--- config.mk ---
export PLATFORM = sky130hd
export DESIGN_NAME = getmax_window_ci
export DESIGN_NICKNAME = d
export VERILOG_FILES = /design/src/rtl/getmax_window_ci.sv
export SDC_FILE = /design/constraint.sdc
export NUM_CORES = 1
export LEC_CHECK = 0
export BUFFER_PORTS_ARGS = -buffer_cell sky130_fd_sc_hd__buf_4
export CAP_MARGIN = 20
export CORE_ASPECT_RATIO = 1.4
export CORE_MARGIN = 2
export CORE_UTILIZATION = 25
export DETAILED_ROUTE_END_ITERATION = 12
export RECOVER_POWER = 50
export SLEW_MARGIN = 25
export SYNTH_ARGS = -nofsm -noshare
export SYNTH_HDL_FRONTEND = slang
export SYNTH_SLANG_ARGS = --single-unit
--- constraint.sdc ---
create_clock -name clk -period 9.6 [get_ports clk]
set_input_delay 1.44 -clock clk [delete_from_list [all_inputs] [get_ports clk]]
set_output_delay 1.44 -clock clk [all_outputs]
set_load 0.01 [all_outputs]
--- src/rtl/getmax_window_ci.sv ---
// Windowed max/argmax custom instruction over the last DEPTH pushed samples.
// Optional: define GETMAX_CI_MIN_EN to let dataa[0] select min/argmin at issue.
module getmax_window_ci #(
    parameter int DATA_W = 32,
    parameter int DEPTH  = 16,
    parameter int SIGNED = 0
) (
    input  logic        clk,
    input  logic        reset,
    input  logic        clk_en,
    input  logic        start,
    input  logic [1:0]  n,
    input  logic [31:0] dataa,
    output logic        done,
    output logic [31:0] result
);
    localparam int PTR_W = $clog2(DEPTH);
    localparam int CNT_W = PTR_W + 1;
    localparam logic [PTR_W-1:0] PTR_ONE  = PTR_W'(1);
    localparam logic [CNT_W-1:0] CNT_ONE  = CNT_W'(1);
    localparam logic [CNT_W-1:0] CNT_TWO  = CNT_W'(2);
    localparam logic [CNT_W-1:0] CNT_FULL = CNT_W'(DEPTH);
    localparam logic [1:0] OP_CLEAR  = 2'd0;
    localparam logic [1:0] OP_PUSH   = 2'd1;
    localparam logic [1:0] OP_ARGMAX = 2'd3;

    typedef enum logic [1:0] {S_IDLE, S_SCAN, S_FINISH} state_t;

    state_t             state_reg, state_next;
    logic [CNT_W-1:0]   count_reg, count_next;
    logic [PTR_W-1:0]   wr_ptr_reg, wr_ptr_next;
    logic [PTR_W-1:0]   rd_ptr_reg, rd_ptr_next;
    logic [CNT_W-1:0]   scan_idx_reg, scan_idx_next;
    logic [DATA_W-1:0]  best_reg, best_next;
    logic [CNT_W-1:0]   best_idx_reg, best_idx_next;
    logic               argmax_reg, argmax_next;
    logic               done_reg, done_next;
    logic [31:0]        result_reg, result_next;

    logic [DATA_W-1:0]  buf_mem [DEPTH];
    logic [DATA_W-1:0]  rd_data_reg;
    logic [PTR_W-1:0]   oldest;
    logic [PTR_W-1:0]   rd_addr;
    logic               wr_en;
    logic               use_min;
    logic               take;
    logic [DATA_W-1:0]  cur_best;
    logic [CNT_W-1:0]   cur_idx;
    logic [31:0]        best_ext;
    logic               unused_dataa;

    assign unused_dataa = ^dataa;
    assign done   = done_reg;
    assign result = result_reg;

`ifdef GETMAX_CI_MIN_EN
    logic min_reg;
    always_ff @(posedge clk) begin
        if (reset) begin
            min_reg <= 1'b0;
        end else if (clk_en && state_reg == S_IDLE && start) begin
            min_reg <= dataa[0];
        end
    end
    assign use_min = min_reg;
`else
    assign use_min = 1'b0;
`endif

    // Read address runs one entry ahead so the registered read lines up with scan_idx.
    assign oldest  = wr_ptr_reg - count_reg[PTR_W-1:0];
    assign rd_addr = (state_reg == S_IDLE) ? oldest : rd_ptr_reg + PTR_ONE;

    always_ff @(posedge clk) begin
        if (clk_en) begin
            if (wr_en) begin
                buf_mem[wr_ptr_reg] <= dataa[DATA_W-1:0];
            end
            rd_data_reg <= buf_mem[rd_addr];
        end
    end

    // First entry always wins; later ones only on a strict improvement, so ties keep the oldest.
    always_comb begin
        logic gt;
        logic lt;
        if (SIGNED != 0) begin
            gt = $signed(rd_data_reg) > $signed(best_reg);
            lt = $signed(rd_data_reg) < $signed(best_reg);
        end else begin
            gt = rd_data_reg > best_reg;
            lt = rd_data_reg < best_reg;
        end
        take     = (scan_idx_reg == '0) || (use_min ? lt : gt);
        cur_best = take ? rd_data_reg : best_reg;
        cur_idx  = take ? scan_idx_reg : best_idx_reg;
        best_ext = {32{(SIGNED != 0) && cur_best[DATA_W-1]}};
        best_ext[DATA_W-1:0] = cur_best;
    end

    always_comb begin
        state_next    = state_reg;
        count_next    = count_reg;
        wr_ptr_next   = wr_ptr_reg;
        rd_ptr_next   = rd_addr;
        scan_idx_next = scan_idx_reg;
        best_next     = best_reg;
        best_idx_next = best_idx_reg;
        argmax_next   = argmax_reg;
        done_next     = 1'b0;
        result_next   = result_reg;
        wr_en         = 1'b0;
        case (state_reg)
            S_IDLE: begin
                if (start) begin
                    argmax_next = (n == OP_ARGMAX);
                    if (n == OP_CLEAR) begin
                        count_next  = '0;
                        wr_ptr_next = '0;
                        result_next = '0;
                        done_next   = 1'b1;
                    end else if (n == OP_PUSH) begin
                        wr_en       = 1'b1;
                        wr_ptr_next = wr_ptr_reg + PTR_ONE;
                        count_next  = (count_reg == CNT_FULL) ? count_reg : count_reg + CNT_ONE;
                        result_next = {{(32-CNT_W){1'b0}}, count_next};
                        done_next   = 1'b1;
                    end else if (count_reg == '0) begin
                        result_next = '0;
                        done_next   = 1'b1;
                    end else begin
                        scan_idx_next = '0;
                        state_next    = (count_reg == CNT_ONE) ? S_FINISH : S_SCAN;
                    end
                end
            end
            S_SCAN: begin
                best_next     = cur_best;
                best_idx_next = cur_idx;
                scan_idx_next = scan_idx_reg + CNT_ONE;
                if (scan_idx_reg == count_reg - CNT_TWO) begin
                    state_next = S_FINISH;
                end
            end
            S_FINISH: begin
                // The newest entry is folded in here, straight into the result.
                result_next = argmax_reg ? {{(32-CNT_W){1'b0}}, cur_idx} : best_ext;
                done_next   = 1'b1;
                state_next  = S_IDLE;
            end
            default: state_next = S_IDLE;
        endcase
    end

    always_ff @(posedge clk) begin
        if (reset) begin
            state_reg    <= S_IDLE;
            count_reg    <= '0;
            wr_ptr_reg   <= '0;
            rd_ptr_reg   <= '0;
            scan_idx_reg <= '0;
            best_reg     <= '0;
            best_idx_reg <= '0;
            argmax_reg   <= 1'b0;
            done_reg     <= 1'b0;
            result_reg   <= '0;
        end else if (clk_en) begin
            state_reg    <= state_next;
            count_reg    <= count_next;
            wr_ptr_reg   <= wr_ptr_next;
            rd_ptr_reg   <= rd_ptr_next;
            scan_idx_reg <= scan_idx_next;
            best_reg     <= best_next;
            best_idx_reg <= best_idx_next;
            argmax_reg   <= argmax_next;
            done_reg     <= done_next;
            result_reg   <= result_next;
        end
    end
endmodule

# == Yosys cells after proc, flatten, opt, wreduce, memory -nomap -nowiden ==
# Memory sizes are Yosys's and may differ from the RTL's. A register that Yosys moved wholly into a read port is not among the register bits.
# Cells that the tools add are included.
# word_totals
ff_bits,91
latchBits,0
mem_bits_rw,512
rom_bits,0
input_bits,38
output_inout_bits,33
word_cells,83
mem_count,1
# op_classes
addsub,6
multipliers,0
div,0
magnitude_cmp,1
n_eq_ne,13
shift,0
n_mux,38
bitwise,0
reduce_logical,14
# memory_table
memory,depth,word_bits,read_ports,rd_ports_with_merged_regs,wr,line,source
buf_mem,16,32,1,1,1,40,logic [DATA_W-1:0] buf_mem [DEPTH];
# ops
cell,count
32-bit two-way mux,6
32-bit case mux with 2 select lines,1
5-bit two-way mux,8
32-bit > comparator,1
2-bit two-way mux,6
4-bit two-way mux,3
6-bit AND reduction,2
1-bit two-way mux,11
5-bit by 1-bit adder with 5-bit output (second input constant),2
5-bit zero test,2
2-bit inequality test (second input constant),5
5-bit case mux with 2 select lines,1
4-bit by 1-bit adder with 4-bit output (second input constant),2
4-bit AND reduction,2
2-bit nonzero test,3
5-bit by 1-bit equality test with 1-bit output (second input constant),1
5-bit equality test,1
5-bit equality test (second input constant),1
5-bit by 2-bit subtractor with 5-bit output (second input constant),1
2-bit by 1-bit equality test with 1-bit output (second input constant),2
2-bit equality test (second input constant),2
2-bit zero test,2
4-bit by 1-bit inequality test with 1-bit output (second input constant),1
2-bit case mux with 2 select lines,1
5 further kinds,5

# == Longest topological paths before layout ==
# Gate-level depths: netlist of run 1.
# logic_depth
depth_word,8
depth_mapped,13
ltp_nobuf,11

# == Worst setup path before layout of run 1 ==
# Ideal clock, no wire load.
# synth_timing
path_kind,in2reg
start,input clk_en
end,memory buf_mem[3][0] (enable)
arrival_time_ns,4.838
t_required_ns,9.139
path_slack_ns,4.301
path_stages,7
n_path_buf,1
path_cell_list,buf_2 -> nor2b_1 -> nand3b_1 -> nor2_1 -> and2_1 -> nand2_1 -> nor3_1
# synth_via
elab_chain_len,2
# synth_rtl
element,line,source
from (decl),10,"input logic clk_en,"
1-bit two-way mux,75,if (clk_en) begin
1-bit two-way mux (not written as such),77,buf_mem[wr_ptr_reg] <= dataa[DATA_W-1:0];
to (decl),40,
# Every way passes these cells.

# == Worst setup path after layout of run 1 ==
# layout_timing
start,input clk_en
end,register result_reg[7] (netlist: result[7])
# layout_via
elab_chain_len,1
# layout_rtl
element,line,source
4-bit AND reduction (no source line),--,
to (signal assigned),177,result_reg <= result_next;
to (decl),38,"logic [31:0] result_reg, result_next;"
# Every way passes these cells.
# A chain may end at the register's enable or synchronous reset.

==> results of run 1 <==
final cells by class:
| type | count | area (sq um) |
|---|---|---|
| Inverter | 43 | 161 |
| Antenna cell | 2 | 5.00 |
| Clock inverter | 33 | 360 |
| Multi-Input combinational cell | 1355 | 7580 |
| Clock buffer | 71 | 1540 |
| Sequential cell | 635 | 18200 |
| Fill cell | 10687 | 75000 |
| Timing Repair Buffer | 106 | 669 |
| Tap cell | 1358 | 1700 |
worst min-delay path, stage by stage (launching register included):
cell and delay [ns]:
dfxtp_1 0.31, nand2_1 0.05, o21ai_1 0.05
logic make-up (layout without fill, tap and decap cells):
kind of cell             Yosys count  count (layout)  share of synthesized area (%)
AND/OR/NAND/NOR                  911             911                           15.1
flip-flops                       635             635                           68.7
AO/OA/AOI/OAI                    334             334                           8.36
buffers and inverters            187             253                           3.17
adder cells (fa/ha/maj)           48              48                           2.30
multiplexers                      44              44                           1.79
XOR/XNOR                          18              18                          0.596
other                              0               2                              0
cells in the mapped netlist, types with 2 or more instances:
cell	number	area share [%]
xor2_1	7	0.23
nor4_4	2	0.16
nor2_1	37	0.53
a41oi_2	2	0.12
clkbuf_1	81	1.2
clkbuf_2	3	0.057
buf_1	10	0.14
edfxtp_1	544	62
nor3b_1	2	0.057
buf_2	42	0.80
mux2_4	2	0.11
nand3_1	139	2.6
o21ai_0	52	0.98
nand4_2	3	0.14
o21a_1	2	0.057
buf_4	4	0.11
nand2b_1	6	0.14
o21bai_1	3	0.085
dfxtp_1	91	6.9
inv_1	43	0.61
a31oi_1	35	0.83
o21ai_1	22	0.42
a21oi_1	98	1.9
nand4_1	8	0.19
mux2i_1	33	1.2
a211oi_1	5	0.14
o211ai_1	2	0.057
a32oi_1	2	0.066
nand2_1	614	8.7
mux2_2	8	0.34
nor2b_1	9	0.21
a311oi_1	96	3.2
nor3_1	10	0.19
and2_1	5	0.12
xnor2_1	11	0.36
buf_12	4	0.30
a221o_1	2	0.076
ha_1	47	2.2
a21o_1	2	0.057
nand3b_1	3	0.085
and3_1	64	1.5
cell usage in the layout (no fill, tap or decap), types with 14 or more instances in the layout:
cell type,count
nand2_1,614
edfxtp_1,544
nand3_1,139
a21oi_1,98
a311oi_1,97
dfxtp_1,91
clkbuf_1,76
and3_1,64
clkbuf_16,58
o21ai_0,51
ha_1,47
inv_1,43
a31oi_1,34
mux2i_1,32
buf_4,30
nor2_1,24
o21ai_1,22
nor2_4,14
power by group through the flow:
stage | combinational [mW] | sequential, mW | clock, mW
2_1_floorplan | 0.417 | 3.12 | 0
3_5_place_dp | 0.617 | 3.14 | 0
6_report | 0.598 | 3.08 | 2.33
4_1_cts | 0.619 | 3.08 | 2.37
5_1_grt | 0.669 | 3.08 | 2.47
3_3_place_gp | 0.612 | 3.14 | 0
worst paths after layout:
path | startpoint | endpoint | cells after the start
setup / recovery | clk_en | result[7] | 8
hold reg to reg | result[30] | result[30] | 2
hold / removal | result[30] | result[30] | 2
setup reg to reg | rd_data_reg[15] | result[4] | 9
stage by stage:
stage | instance area [sq um] | power [mW] | util, % | setup slack, ns | hold WS [ns]
finish | 30200 | 6.00 | 28.7 | 4.55 | 0.448
global route | 30200 | 6.22 | 28.7 | 4.09 | 0.480
CTS | 30500 | 6.07 | 29.0 | 5.45 | 0.454
detailed placement | 28600 | 3.75 | 27.2 | 5.40 | 0.444
global placement | 28400 | 3.75 | 27.0 | 5.21 | 0.441
floorplan | 26400 | 3.54 | - | 4.30 | 0.441
layer usage:
| metal | part of all wire (%) | global-route usage (%) |
|---|---|---|
| met1 | 42 | 14.5 |
| met2 | 51 | 20.9 |
| met3 | 4.2 | 1.71 |
| met5 | 0.24 | 0 |
| met4 | 2.8 | 3.76 |
==> key figures, run 1 <==
Floorplanning
  • I/O pin count: 71
  • Die Width: 279 microns
  • Initial Utilization: 25.1%
  • Die ar.: 0.108 sq mm
  • Row cnt: 141
  • Die Y-Extent: 389 microns
  • CORE AREA: 0.105 sq mm

STA
  • Final worst path period share: 52.6%
  • Setup_tns: 0 ns
  • Final min period: 5.05 ns
  • Fin. max-slew vios: 41
  • Fmax: 198 MHz
  • RSZ-0062 raised after global routing: false
  • Slew @ Worst Pin: 2.55 ns
  • Fin. Hold Viols: 0
  • Max transition margin: -69.9%
  • Setup-failing EPs final: 0
  • Worst Clk Skew: 0.0141 ns

Setup path
  • Data arrival, critical path: 5.51 ns
  • Max stage delay on crit path: 1.84 ns
  • CP most frequent cell: clkbuf_1
  • Critical path cell sequence: clkbuf_1 > clkbuf_1 > inv_1 > nor3_1 > clkbuf_1 > nor2_4 > nand2_1 > o21ai_0
  • Crit path required time: 10.06 ns
  • R2R setup slack: 5.12 ns
  • Buf/Inv on CP: 4
  • CP max stage cell: clkbuf_1
  • Setup CP Type: in2reg
  • CP top delay family: buffers and inverters
  • Kind of start point of the critical path: input port
  • CP max FO: 40
  • Worst Setup End Kind: flop

Routing
  • Drt via density: 4.63
  • First drt pass iteration count: 5
  • Detail Route Antenna Nets: 0
  • Via count: 16,668
  • DR WL/cell: 18.1 microns
  • Drt initial violations: 1,110
  • DRC: 0
  • Drt total wl: 65,200 microns

Placed design
  • Post-Place Cells: 3,497
  • Port Buf Inserts: 70
  • GP Congestion: 0.764
  • DP HPWL: 39,000 microns

Clocking
  • Worst-path clk slew: 0.06 ns
  • Clock root buffer master: clkbuf_16
  • CTS Buf Count: 55
  • Post-CTS Hold Buffers: 0
  • Setup Buffers After CTS: 0
  • CTS resizes: 0
  • Clock sinks: 635
  • CTS tree: built
  • # H-tree levels: 2
  • Worst skew pair latency: 0.61 ns
  • Clock buffer depth: 3

Global route
  • Initial antenna violation count: 15
  • First-pass GRT wire length: 99,300 microns
  • Largest net degree at the start of global routing: 147
  • Grt ovf: 0
  • Vias in the first global route: 16,191
  • Total GRT Usage: 11.7%

Yosys
  • Synth Flop Type: edfxtp_1
  • Distinct cells, synth: 63
  • Yosys reg bits: 635
  • Post-synthesis average cell area: 12.1 sq um
  • Post-synth EDFFs: 544
  • Area of the mapped netlist: 0.0264 sq mm
  • Async S/R FF share, synth: 0%
  • Mapped Cells: 2,177
  • Synth Warn #: 0
  • Mapped Nets: 2,263
  • Sequential area share after synthesis: 68.7%

Finish
  • Area grow syn2layout: 14.2%
  • Fin cells: 3,603
  • Layout cells sized above 1: 7.58%
  • Max reg flops: 512
  • # nets final: 2,282
  • Top reg by flops: buf_mem

Outcome
  • Status: finished with violations
  • Failing checks: max-capacitance violations, max-slew violations

Power and ir drop
  • Leakage dissipation: 9.93 nW
  • Psw: 1.48 mW
  • Sw frac: 24.6%
  • Comb power frac: 10.0%
  • IR drop worst, VDD: 0.141 mV
  • Internal power: 4.53 mW
  • Sequential power share: 51.3%
  • PwrDens: 199 mW/mm^2
  • Clock power frac: 38.7%

Min path
  • Hold WC Path Type: reg2reg

Run
  • MaxCap Viol Count: 1
Note: power is estimated with default switching activity, not from simulation.
==> run 2: changes to the inputs <==
Clock period 9.6 ns to 4.1 ns, I/O delays scaled along.
==> run 2 against run 1 <==
The run still ends with max-capacitance violations, max-slew violations left. Worst setup slack worse by 4.1 ns. Global-route usage increased by 0.86 points. Worst hold slack got worse by 0.12 ns. Sequential power grew 130%. Critical path depth decreased by 3. Utilization grew 0.21 points. Count of clock-buffer cells in the layout fell by 7. Register-to-register slack worse by 4.4 ns. Power is 130% higher. Via count increased by 1.7%. Critical path type unchanged. Sequential cell count is the same. Clock power grew 120%.
==> key figures, run 2 (same netlist as run 1, synthesis figures left out) <==
Clocking
  • Setup Buffers After CTS: 0
  • Worst-path clk slew: 0.06 ns
  • # H-tree levels: 2
  • CTS Buf Count: 57
  • CTS tree: built
  • Clock sinks: 635
  • Clock root buffer master: clkbuf_16
  • CTS resizes: 0
  • Clock buffer depth: 3
  • Worst skew pair latency: 0.62 ns
  • Post-CTS Hold Buffers: 0

Floorplanning
  • I/O pin count: 71
  • Die Width: 279 microns
  • Die Y-Extent: 389 microns
  • Row cnt: 141
  • Die ar.: 0.108 sq mm
  • Initial Utilization: 25.1%
  • CORE AREA: 0.105 sq mm

Placed design
  • DP HPWL: 41,000 microns
  • Port Buf Inserts: 70
  • GP Congestion: 0.755

Setup path
  • Data arrival, critical path: 4.17 ns
  • Crit. Startpoint: clk_en
  • Critical path cell sequence: clkbuf_1 > clkbuf_1 > nand3b_1 > buf_4 > o21ai_0
  • Crit path required time: 4.63 ns
  • Worst R2R Start: count_reg[0]
  • CP top delay family: buffers and inverters
  • Max stage delay on crit path: 2.39 ns
  • Worst Setup End Kind: flop
  • Reg2reg end: rd_data_reg[14]
  • CP max stage cell: clkbuf_1
  • Number of cells on the critical path: 5
  • R2R setup slack: 0.74 ns
  • CP most frequent cell: clkbuf_1
  • CP max FO: 39
  • Buf/Inv on CP: 3
  • Setup CP Type: in2reg
  • Kind of start point of the critical path: input port
  • Worst R2R Path Depth: 11

STA
  • Max transition margin: -120%
  • Fmax: 275 MHz
  • Fin. Hold Viols: 0
  • Setup-failing EPs final: 0
  • Slew @ Worst Pin: 3.30 ns
  • Fin. max-slew vios: 40
  • Worst Clk Skew: 0.0162 ns
  • Final worst path period share: 88.7%
  • Final min period: 3.64 ns
  • Setup_tns: 0 ns
  • Hold WS: 0.327 ns
  • RSZ-0062 raised after global routing: false

Power and ir drop
  • PwrDens: 458 mW/mm^2
  • Total Power: 13.9 mW
  • Comb power frac: 10.4%
  • Clock power frac: 37.6%
  • Psw: 3.50 mW
  • Leakage dissipation: 10.0 nW
  • Internal power: 10.4 mW
  • Sw frac: 25.2%
  • Sequential power share: 52.0%
  • IR drop worst, VDD: 0.326 mV

Min path
  • Hold Path Stages: 3
  • Hold Crit Endpoint: argmax_reg
  • Hold Crit Start: n[1]
  • Hold WC Path Type: in2reg

Finish
  • Max reg flops: 512
  • # nets final: 2,316
  • Area grow syn2layout: 15.0%
  • Top reg by flops: buf_mem
  • Most frequent cells in the layout: nand2_1, edfxtp_1, nand3_1
  • Layout cells sized above 1: 8.74%
  • Commonest non-fill, non-tap cell in the layout: nand2_1
  • Ant diodes: 0

Outcome
  • Status: finished with violations
  • Failing checks: max-capacitance violations, max-slew violations

Run
  • MaxCap Viol Count: 1

Routing
  • DR WL/cell: 19.1 microns
  • First drt pass iteration count: 5
  • Drt initial violations: 1,197
  • Detail Route Antenna Nets: 0
  • Drt total wl: 69,200 microns
  • Drt via density: 4.66
  • Via count: 16,949
  • DRC: 0

Global route
  • Largest net degree at the start of global routing: 92
  • Grt ovf: 0
  • Initial antenna violation count: 15
  • First-pass GRT wire length: 105,000 microns
  • Vias in the first global route: 16,727
  • Total GRT Usage: 12.6%
==> run 2: changes by cell type in the layout (fill, tap and decap cells not counted), sizes merged <==
cell and delta:
diode -2, clkbuf -5, buf +30, bufinv -2, clkinv +10
==> run 2: area by class of cell <==
type / instances / area, sq um
inverter: 43 / 161
timing repair buffer: 138 / 948
sequential: 635 / 18200
fill: 10732 / 74700
clock buffer: 64 / 1450
multi-input combinational: 1355 / 7640
clock inverter: 41 / 338
tap: 1358 / 1700
==> run 2: how the worst max path moves through the flow <==
stage / end
floorplan: buf_mem[7][0]
global placement: rd_data_reg[15]
detailed placement: rd_data_reg[14]
CTS: rd_data_reg[14]
global route: result[8]
finish: result[6]
==> run 2: tightest hold or removal path: cells and delay by family <==
| kind | cells | cell delay, ns |
|---|---|---|
| AND/OR/NAND/NOR | 1 | 0.07 |
| buffers and inverters | 1 | 0.14 |
| AO/OA/AOI/OAI | 1 | 0.06 |
==> run 2: routing by layer <==
| metal | up-vias | wire length (microns) | GRT usage [%] |
|---|---|---|---|
| met3 | 158 | 3400 | 2.13 |
| met1 | 8345 | 27600 | 14.7 |
| met4 | 24 | 2730 | 5.15 |
| met2 | 379 | 35400 | 22.6 |
| met5 | - | 139 | 0 |
| li1 | 8043 | - | - |
==> run 2: stage by stage <==
stage / area (sq um) / cells / util [%] / worst slack (ns)
after CTS: 30700 / 3634 / 29.2 / 0.701
after global placement: 28900 / 3529 / 27.5 / 0.788
after floorplan: 26500 / 2177 / - / 0.483
final: 30400 / 3634 / 28.9 / 0.462
after detailed placement: 28900 / 3529 / 27.5 / 0.710
after global routing: 30400 / 3634 / 28.9 / 0.299
==> run 2: power groups by stage <==
stage / Sequential, mW / Combinational, mW / Clock (mW)
4_1_cts: 7.23 / 1.49 / 5.32
3_3_place_gp: 7.37 / 1.48 / 0
6_report: 7.23 / 1.45 / 5.22
5_1_grt: 7.24 / 1.63 / 5.54
3_5_place_dp: 7.37 / 1.48 / 0
2_1_floorplan: 7.31 / 0.976 / 0
==> run 3: changes to the inputs <==
Settings changed: REMOVE_ABC_BUFFERS set to 1.
==> run 3 against run 2 <==
The run now ends clean. Sequential power about the same. Count of clock-buffer cells in the layout is 16 higher. Via count decreased by 0.27%. Highest routed layer unchanged.
==> key figures, run 3 (same netlist as run 1, synthesis figures left out) <==
Clocking
  • CTS resizes: 0
  • Worst-path clk slew: 0.07 ns
  • Clock sinks: 635
  • CTS tree: built
  • Clock root buffer master: clkbuf_16
  • Worst skew pair latency: 0.64 ns
  • CTS Buf Count: 55
  • Clock buffer depth: 3
  • Post-CTS Hold Buffers: 0
  • Setup Buffers After CTS: 0
  • # H-tree levels: 2

STA
  • Hold WS: 0.298 ns
  • Setup-failing EPs final: 0
  • Slew @ Worst Pin: 0.805 ns
  • Fin. max-slew vios: 0
  • Fmax: 294 MHz
  • Final min period: 3.40 ns
  • RSZ-0062 raised after global routing: false
  • Worst Clk Skew: 0.0204 ns
  • Fin. Hold Viols: 0
  • Max transition margin: 46.1%
  • Final worst slack: 0.697 ns
  • Final worst path period share: 83.0%

Min path
  • Hold Path Stages: 3
  • Hold Crit Start: n[1]
  • Hold WC Path Type: in2reg

Placed design
  • DP Area: 0.0288 sq mm
  • Port Buf Inserts: 70
  • DP HPWL: 39,900 microns
  • GP Congestion: 0.777
  • Place WS: 0.702 ns
  • Post-Place Cells: 3,515

Finish
  • Commonest non-fill, non-tap cell in the layout: nand2_1
  • Fin cells: 3,620
  • Max reg flops: 512
  • Final instance area: 0.0303 sq mm
  • Top reg by flops: buf_mem
  • # nets final: 2,300
  • Most frequent cells in the layout: nand2_1, edfxtp_1, nand3_1
  • Area grow syn2layout: 14.7%
  • Layout cells sized above 1: 7.96%

Power and ir drop
  • Internal power: 10.4 mW
  • Comb power frac: 10.6%
  • PwrDens: 459 mW/mm^2
  • Leakage dissipation: 10.0 nW
  • Psw: 3.48 mW
  • IR drop worst, VDD: 0.335 mV
  • Sequential power share: 52.0%
  • Clock power frac: 37.4%
  • Sw frac: 25.0%

Routing
  • First drt pass iteration count: 5
  • Drt initial violations: 1,262
  • DRC: 0
  • Met2 WL: 34,600 microns
  • Detail Route Antenna Nets: 0
  • Drt via density: 4.67
  • Via count: 16,903
  • Wire length on met3: 3810 microns
  • DR WL/cell: 19.0 microns
  • Drt total wl: 68,700 microns
  • M1 WL: 27,800 microns
  • Max layer used: met5

Global route
  • Grt ovf: 0
  • Largest net degree at the start of global routing: 96
  • First-pass GRT wire length: 104,000 microns
  • Vias in the first global route: 16,486
  • Total GRT Usage: 12.5%
  • Initial antenna violation count: 11

Setup path
  • Worst R2R Start: count_reg[0]
  • CP max FO: 59
  • Worst R2R Path Depth: 11
  • Crit. Startpoint: count_reg[0]
  • Crit path required time: 4.47 ns
  • Kind of start point of the critical path: flop
  • Setup CP Type: reg2reg
  • Worst Setup End Kind: flop
  • Data arrival, critical path: 3.77 ns

Floorplanning
  • Die ar.: 0.108 sq mm
  • I/O pin count: 71
  • Die Y-Extent: 389 microns
  • Die Width: 279 microns
  • Row cnt: 141
  • Initial Utilization: 25.1%
  • CORE AREA: 0.105 sq mm

Run
  • MaxCap Viol Count: 0

Outcome
  • Status: complete, no violations
## run 3: final timing paths
| check | endpoint | slack (ns) |
|---|---|---|
| worst max-delay path | rd_data_reg[11] | 0.70 |
| worst min-delay path | argmax_reg | 0.30 |
| worst max register to register | rd_data_reg[11] | 0.70 |
| worst min register to register | result[13] | 0.45 |
## run 3: layer usage
| layer | track usage, % | vias up |
|---|---|---|
| met4 | 4.60 | 14 |
| li1 | - | 7990 |
| met2 | 22.1 | 399 |
| met1 | 14.9 | 8380 |
| met3 | 2.43 | 120 |
| met5 | 0 | - |
## run 3: cell type report
cell class                 count  area, sq um
tap                         1358         1700
antenna                        1         2.50
clock buffer                  80         1550
inverter                      43          161
sequential                   635        18200
fill                       10716        74800
clock inverter                24          235
timing repair buffer         124          917
multi-input combinational   1355         7590
## run 3: power by group through the flow
stage,sequential (mW),clock (mW),combinational [mW]
detailed placement,7.37,0,1.51
global route,7.23,5.54,1.65
floorplan,7.31,0,0.979
finish,7.23,5.20,1.47
CTS,7.23,5.32,1.52
global placement,7.37,0,1.50
## run 3: critical path: stages (launching register included)
cell and delay [ns]:
dfxtp_1 0.52, ha_1 0.23, inv_1 0.05, fa_1 0.37, xor2_1 0.17, nand2_1 0.14
o21ai_4 0.24, buf_12 0.28, and3_1 0.21, a311oi_1 0.27, a31oi_1 0.10, a21oi_1 0.47
## run 3: stage by stage
stage               setup TNS [ns]  power [mW]  utilization [%]
floorplan                  -137.60        8.29                -
CTS                              0        14.1             29.1
detailed placement               0        8.88             27.4
finish                           0        13.9             28.8
global route                     0        14.4             28.8
global placement                 0        8.87             27.4
